**src/rtl/alu_mc.sv**
```systemverilog
`default_nettype none
// ============================================================================
// Module      : alu_mc
// Description : Multi-cycle ALU. Single-cycle logic/arith/shift ops, plus an
//               iterative shift-add multiplier and restoring divider.
// Revision    : 1.0 - initial release
// ============================================================================
module alu_mc #(
    parameter int WIDTH = 32,
    parameter int SHW   = $clog2(WIDTH)
) (
    input  logic             clk,
    input  logic             reset,
    input  logic             start,
    input  logic [WIDTH-1:0] A,
    input  logic [WIDTH-1:0] B,
    input  logic [3:0]       ALUop,
    output logic             busy,
    output logic             done,
    output logic [WIDTH-1:0] result,
    output logic             zero,
    output logic             overflow
);

    localparam logic [1:0] S_IDLE = 2'd0;
    localparam logic [1:0] S_CALC = 2'd1;
    localparam logic [1:0] S_DONE = 2'd2;

    localparam logic [3:0] OP_MUL  = 4'b1011;
    localparam logic [3:0] OP_DIVU = 4'b1100;
    localparam logic [3:0] OP_REMU = 4'b1101;

    logic [1:0]       state_q, state_d;
    logic [WIDTH-1:0] a_q, a_d, b_q, b_d, acc_q, acc_d;
    logic [3:0]       op_q, op_d;
    logic [SHW-1:0]   cnt_q, cnt_d;
    logic [WIDTH-1:0] result_q, result_d;
    logic             zero_q, zero_d, ovf_q, ovf_d;

    logic [WIDTH-1:0] sum, diff, quick_res;
    logic             quick_ovf, iterate, accept;
    logic [WIDTH-1:0] mul_acc, rem_next, quo_next, fin_res;
    logic [WIDTH:0]   trial;
    logic             qbit, last;

    always_comb begin
        sum       = A + B;
        diff      = A - B;
        quick_res = '0;
        quick_ovf = 1'b0;
        case (ALUop)
            4'b0000: begin
                quick_res = sum;
                quick_ovf = (A[WIDTH-1] == B[WIDTH-1]) && (sum[WIDTH-1] != A[WIDTH-1]);
            end
            4'b0001: begin
                quick_res = diff;
                quick_ovf = (A[WIDTH-1] != B[WIDTH-1]) && (diff[WIDTH-1] != A[WIDTH-1]);
            end
            4'b0010: quick_res = A & B;
            4'b0011: quick_res = A | B;
            4'b0100: quick_res = {{(WIDTH-1){1'b0}}, (A < B)};
            4'b0101: quick_res = {{(WIDTH-1){1'b0}}, ($signed(A) < $signed(B))};
            4'b0110: quick_res = A ^ B;
            4'b0111: quick_res = ~(A | B);
            4'b1000: quick_res = A << B[SHW-1:0];
            4'b1001: quick_res = A >> B[SHW-1:0];
            4'b1010: quick_res = $unsigned($signed(A) >>> B[SHW-1:0]);
            // Only reached with B == 0; nonzero divisors take the iterative path.
            4'b1100: quick_res = '1;
            4'b1101: quick_res = A;
            default: quick_res = '0;
        endcase
    end

    assign iterate = (ALUop == OP_MUL) ||
                     (((ALUop == OP_DIVU) || (ALUop == OP_REMU)) && (B != '0));
    assign accept  = start && (state_q != S_CALC);

    // acc_q holds the product sum (MUL) or partial remainder (DIVU/REMU);
    // a_q shifts out dividend bits while shifting in quotient bits.
    assign mul_acc  = acc_q + (b_q[0] ? a_q : '0);
    assign trial    = {acc_q, a_q[WIDTH-1]} - {1'b0, b_q};
    assign qbit     = ~trial[WIDTH];
    assign rem_next = qbit ? trial[WIDTH-1:0] : {acc_q[WIDTH-2:0], a_q[WIDTH-1]};
    assign quo_next = {a_q[WIDTH-2:0], qbit};
    assign last     = (cnt_q == SHW'(WIDTH-1));
    assign fin_res  = (op_q == OP_MUL)  ? mul_acc :
                      (op_q == OP_DIVU) ? quo_next : rem_next;

    always_comb begin
        state_d  = state_q;
        a_d      = a_q;
        b_d      = b_q;
        acc_d    = acc_q;
        op_d     = op_q;
        cnt_d    = cnt_q;
        result_d = result_q;
        zero_d   = zero_q;
        ovf_d    = ovf_q;
        case (state_q)
            S_CALC: begin
                cnt_d = cnt_q + 1'b1;
                if (op_q == OP_MUL) begin
                    acc_d = mul_acc;
                    a_d   = a_q << 1;
                    b_d   = b_q >> 1;
                end else begin
                    acc_d = rem_next;
                    a_d   = quo_next;
                end
                if (last) begin
                    state_d  = S_DONE;
                    cnt_d    = '0;
                    result_d = fin_res;
                    zero_d   = (fin_res == '0);
                    ovf_d    = 1'b0;
                end
            end
            default: begin
                state_d = S_IDLE;
                if (accept) begin
                    if (iterate) begin
                        state_d = S_CALC;
                        a_d     = A;
                        b_d     = B;
                        op_d    = ALUop;
                        acc_d   = '0;
                        cnt_d   = '0;
                    end else begin
                        state_d  = S_DONE;
                        result_d = quick_res;
                        zero_d   = (quick_res == '0);
                        ovf_d    = quick_ovf;
                    end
                end
            end
        endcase
    end

    always_ff @(posedge clk or posedge reset) begin
        if (reset) begin
            state_q  <= S_IDLE;
            a_q      <= '0;
            b_q      <= '0;
            acc_q    <= '0;
            op_q     <= '0;
            cnt_q    <= '0;
            result_q <= '0;
            zero_q   <= 1'b1;
            ovf_q    <= 1'b0;
        end else begin
            state_q  <= state_d;
            a_q      <= a_d;
            b_q      <= b_d;
            acc_q    <= acc_d;
            op_q     <= op_d;
            cnt_q    <= cnt_d;
            result_q <= result_d;
            zero_q   <= zero_d;
            ovf_q    <= ovf_d;
        end
    end

    assign busy     = (state_q == S_CALC);
    assign done     = (state_q == S_DONE);
    assign result   = result_q;
    assign zero     = zero_q;
    assign overflow = ovf_q;

endmodule
`default_nettype wire

```
**config.mk**
```make
export PLATFORM = sky130hd
export DESIGN_NAME = alu_mc
export DESIGN_NICKNAME = d
export VERILOG_FILES = /design/src/rtl/alu_mc.sv
export SDC_FILE = /design/constraint.sdc
export NUM_CORES = 1
export LEC_CHECK = 0
export CAP_MARGIN = 20
export CELL_PAD_IN_SITES_DETAIL_PLACEMENT = 0
export CELL_PAD_IN_SITES_GLOBAL_PLACEMENT = 1
export CORE_ASPECT_RATIO = 1.25
export CORE_MARGIN = 2
export CORE_UTILIZATION = 43
export CTS_CLUSTER_DIAMETER = 150
export DETAILED_ROUTE_END_ITERATION = 7
export MAX_ROUTING_LAYER = met4
export PLACE_DENSITY = 0.89
export SYNTH_ARGS = -nofsm -noshare
export SYNTH_HDL_FRONTEND = slang
export SYNTH_SLANG_ARGS = --single-unit
export TNS_END_PERCENT = 100
```
**constraint.sdc**
```tcl
create_clock -name clk -period 7.1 [get_ports clk]
set_clock_uncertainty 0.05 [all_clocks]
set_input_delay 0.71 -clock clk [delete_from_list [all_inputs] [get_ports clk]]
set_output_delay 0.71 -clock clk [all_outputs]
set_load 0.01 [all_outputs]
```
==> flow_metrics.env <==
export IMPL_worstPathArrival_ns=6.01
export IMPL_tritoncts="built"
export IMPL_period_share_pct=80.34
export IMPL_timing_max_cap_violations=0
export IMPL_coreArea_um2=50420
export IMPL_die_x_um=206.0
export IMPL_rsz0062_at_grt="false"
export IMPL_yosys_area_top_type="dfrtp_1"
export IMPL_drt_initial_drc_count=3428
export IMPL_pin_count=107
export IMPL_p_seq_share_pct=20.2
export IMPL_synth_most_common_cell="nand2_1"
export IMPL_track_usage_pct=45.37
export IMPL_fmax_mhz=175.3
export IMPL_cts_resized=0
export IMPL_grt_max_degree=89
export IMPL_setup_viol=0
export IMPL_synthesis_instances=2947
export IMPL_power_density_nw_per_um2=296.1
export IMPL_cp_startpoint="a_q[31]"
export IMPL_dr_pass1_iters=7
export IMPL_cts_buffers_inserted=17
export IMPL_dr_total_vias=25420
export IMPL_synth_area_per_cell_um2=7.444
export IMPL_synthArstFlopShare_pct=100.0
export IMPL_cts_buffer_depth=2
export IMPL_power_switching_share_pct=53.15
export IMPL_fillers=5087
export IMPL_whs_ns=0.4638
export IMPL_syn_area_um2=21940
export IMPL_root_buffer="clkbuf_16"
export IMPL_end_kind="flop"
export IMPL_report_final_slew_viol_count=0
export IMPL_grt_pass1_vias=24520
export IMPL_post_place_cells=3572
export IMPL_wl_per_cell_um=32.78
export IMPL_rows=92
export IMPL_place_congestion=1.068
export IMPL_finalCriticalPeriod_ns=5.704
export IMPL_postCtsHoldBufs=0
export IMPL_hold_path_class="reg -> reg"
export IMPL_io_buffers=106
export IMPL_wl_um=118300
export IMPL_placed_area_um2=23480
export IMPL_nets=3187
export IMPL_yosysSeqAreaShare_pct=16.09
export IMPL_clock_latency_ns=0.46
export IMPL_synth_top_area_share_pct=15.97
export IMPL_initial_core_util_pct=43.51
export IMPL_dp_hpwl_um=91930
export IMPL_synth_warning_count=0
export IMPL_ant_nets=0
export IMPL_ir_drop_mv=0.1830
export IMPL_slew_headroom_pct=5.705
export IMPL_finalSetupTns_ns=0
export IMPL_worstSetupPathType="reg -> reg"
export IMPL_hold_viol_final=0
export IMPL_overflow=0
export IMPL_grt_pass1_wl_um=169600
export IMPL_regArea_um2=3530
export IMPL_synth_area_leaders="dfrtp_1 (16%), ha_1 (10%), nand2_1 (6.2%), a21oi_1 (5.0%), mux4_2 (4.8%)"
export IMPL_die_area_um2=52850
export IMPL_syn2layout_area_growth_pct=9.873
export IMPL_die_y_um=256.5
export IMPL_synth_ff_type="dfrtp_1"
export IMPL_final_cells=3610
export IMPL_p_int_uw=3344
export IMPL_cts_post_setup_buffers_inserted=0
export IMPL_synthTopCellsByCount="nand2_1 (361), nor2_1 (280), a21oi_1 (221), ha_1 (178), o21ai_0 (168)"
export IMPL_worstPathRequired_ns=7.41
export IMPL_cp_max_fo=23
export IMPL_p_leak_uw=0.01039
export IMPL_start_kind="flop"
export IMPL_min_delay_start="result[22]"
export IMPL_cts_sinks=141
export IMPL_antenna_found_initial=7
export IMPL_clkTransAtPathRegs_ns=0.07
export IMPL_final_area_um2=24100
export IMPL_yosysUniqueCellTypes=115
export IMPL_p_comb_share_pct=66.6
export IMPL_htree_levels=4
export IMPL_r2r_start="a_q[31]"
export IMPL_synth_nets=3200
export IMPL_synth_seq_cells=141
export IMPL_pwr_share_clk_pct=13.2
export IMPL_status="completed"
export IMPL_multiInputGateArea_um2=16840
export IMPL_tightest_slew_ns=1.379
export IMPL_synth_edf_count=0
export IMPL_vias_per_cell=7.042
export IMPL_route_detailed_drc=0
export IMPL_p_sw_uw=3793
export IMPL_layout_drive_gt1_share_pct=9.705
==> cell type report <==
cell class | count | area share [%]
well taps | 658 | 3.416
clock inverters | 15 | 0.7579
multi-input cells | 2430 | 69.85
clock buffers | 17 | 1.765
inverters | 145 | 2.279
diodes | 5 | 0.05191
flip-flops and latches | 141 | 14.64
repair buffers | 199 | 7.236
==> path summary, 6_finish.rpt <==
check                      depth (start not counted)  slack (ns)          to
setup / recovery                                  17        1.40        zero
setup reg to reg                                  17        1.40        zero
hold / removal                                     2        0.46  result[22]
hold reg to reg                                    2        0.46  result[22]
min in group asynchronous                          2        0.68    cnt_q[0]
max in group asynchronous                          3        4.92  result[22]
==> cells in the final DEF (no fill, tap or decap), types with 24 or more instances in the layout <==
cell type,netlist,routed
nand2_1,361,360
nor2_1,280,279
a21oi_1,221,221
ha_1,178,178
o21ai_0,168,168
dfrtp_1,140,140
inv_1,139,137
clkdlybuf4s50_1,0,101
buf_4,6,95
a31oi_1,79,79
nand3_1,70,69
nor3_1,60,59
mux2i_1,59,59
xnor2_1,53,53
a21o_1,52,52
and2_1,51,51
a211oi_1,50,50
mux4_2,47,47
o211ai_1,39,39
a221oi_1,34,34
xor2_1,34,34
nor2b_1,32,32
o22ai_1,31,31
nand2b_1,31,30
mux2_2,30,30
nand4_1,26,26
and3_1,25,25
nor4_1,25,24
==> cell families after synthesis <==
group | Yosys count | share of synthesized area (%)
xor+xnor | 87 | 3.473
fa+ha+maj | 182 | 10.52
mux | 143 | 9.571
compound gates | 983 | 30.83
buf+inv | 376 | 7.477
simple gates | 1035 | 22.04
flops | 141 | 16.09
==> flip-flops by register name (all words and copies together), names as in the netlist <==
name,cells
a_q,32
acc_q,32
b_q,32
cnt_q,5
op_q,4
overflow,1
result,32
state_q,2
zero,1
==> metal layers <==
metal | global-route usage (%) | vias up | routed length, um
met5 | - | - | 0
met1 | 49.98 | 12260 | 41080
li1 | - | 10910 | -
met4 | 36.92 | 0 | 12440
met2 | 70.06 | 1716 | 53300
met3 | 9.710 | 534 | 11520
==> per-stage QoR <==
stage | setup slack [ns] | util (%) | power, uW
2_1_floorplan | 2.560 | - | 4493
3_3_place_gp | 0.9579 | 46.54 | 5972
3_5_place_dp | 1.197 | 46.56 | 6027
4_1_cts | 1.634 | 47.77 | 6992
5_1_grt | 1.230 | 47.80 | 7540
6_report | 1.396 | 47.81 | 7137
==> power by group through the flow <==
stage	sequential, uW	combinational, uW	clock (uW)
2_1_floorplan	1320	3170	0
3_3_place_gp	1430	4540	0
3_5_place_dp	1440	4590	0
4_1_cts	1430	4620	942
5_1_grt	1470	5090	982
6_report	1440	4750	941
==> critical path, cell delays in order (launching register included) <==
cell and delay (ns):
dfrtp_1 0.61, inv_1 0.09, ha_1 0.22, inv_1 0.07
fa_1 0.22, a211oi_1 0.13, o211a_1 0.30, o211ai_2 0.40
and2_2 0.26, nor3_2 0.04, buf_4 0.22, nor2_4 0.65
o2111ai_4 0.25, a2111oi_2 0.52, o2111ai_1 0.23, nor4_1 0.80
nand4_1 0.26, a31oi_1 0.24
Power figures use the tool's default switching activity.
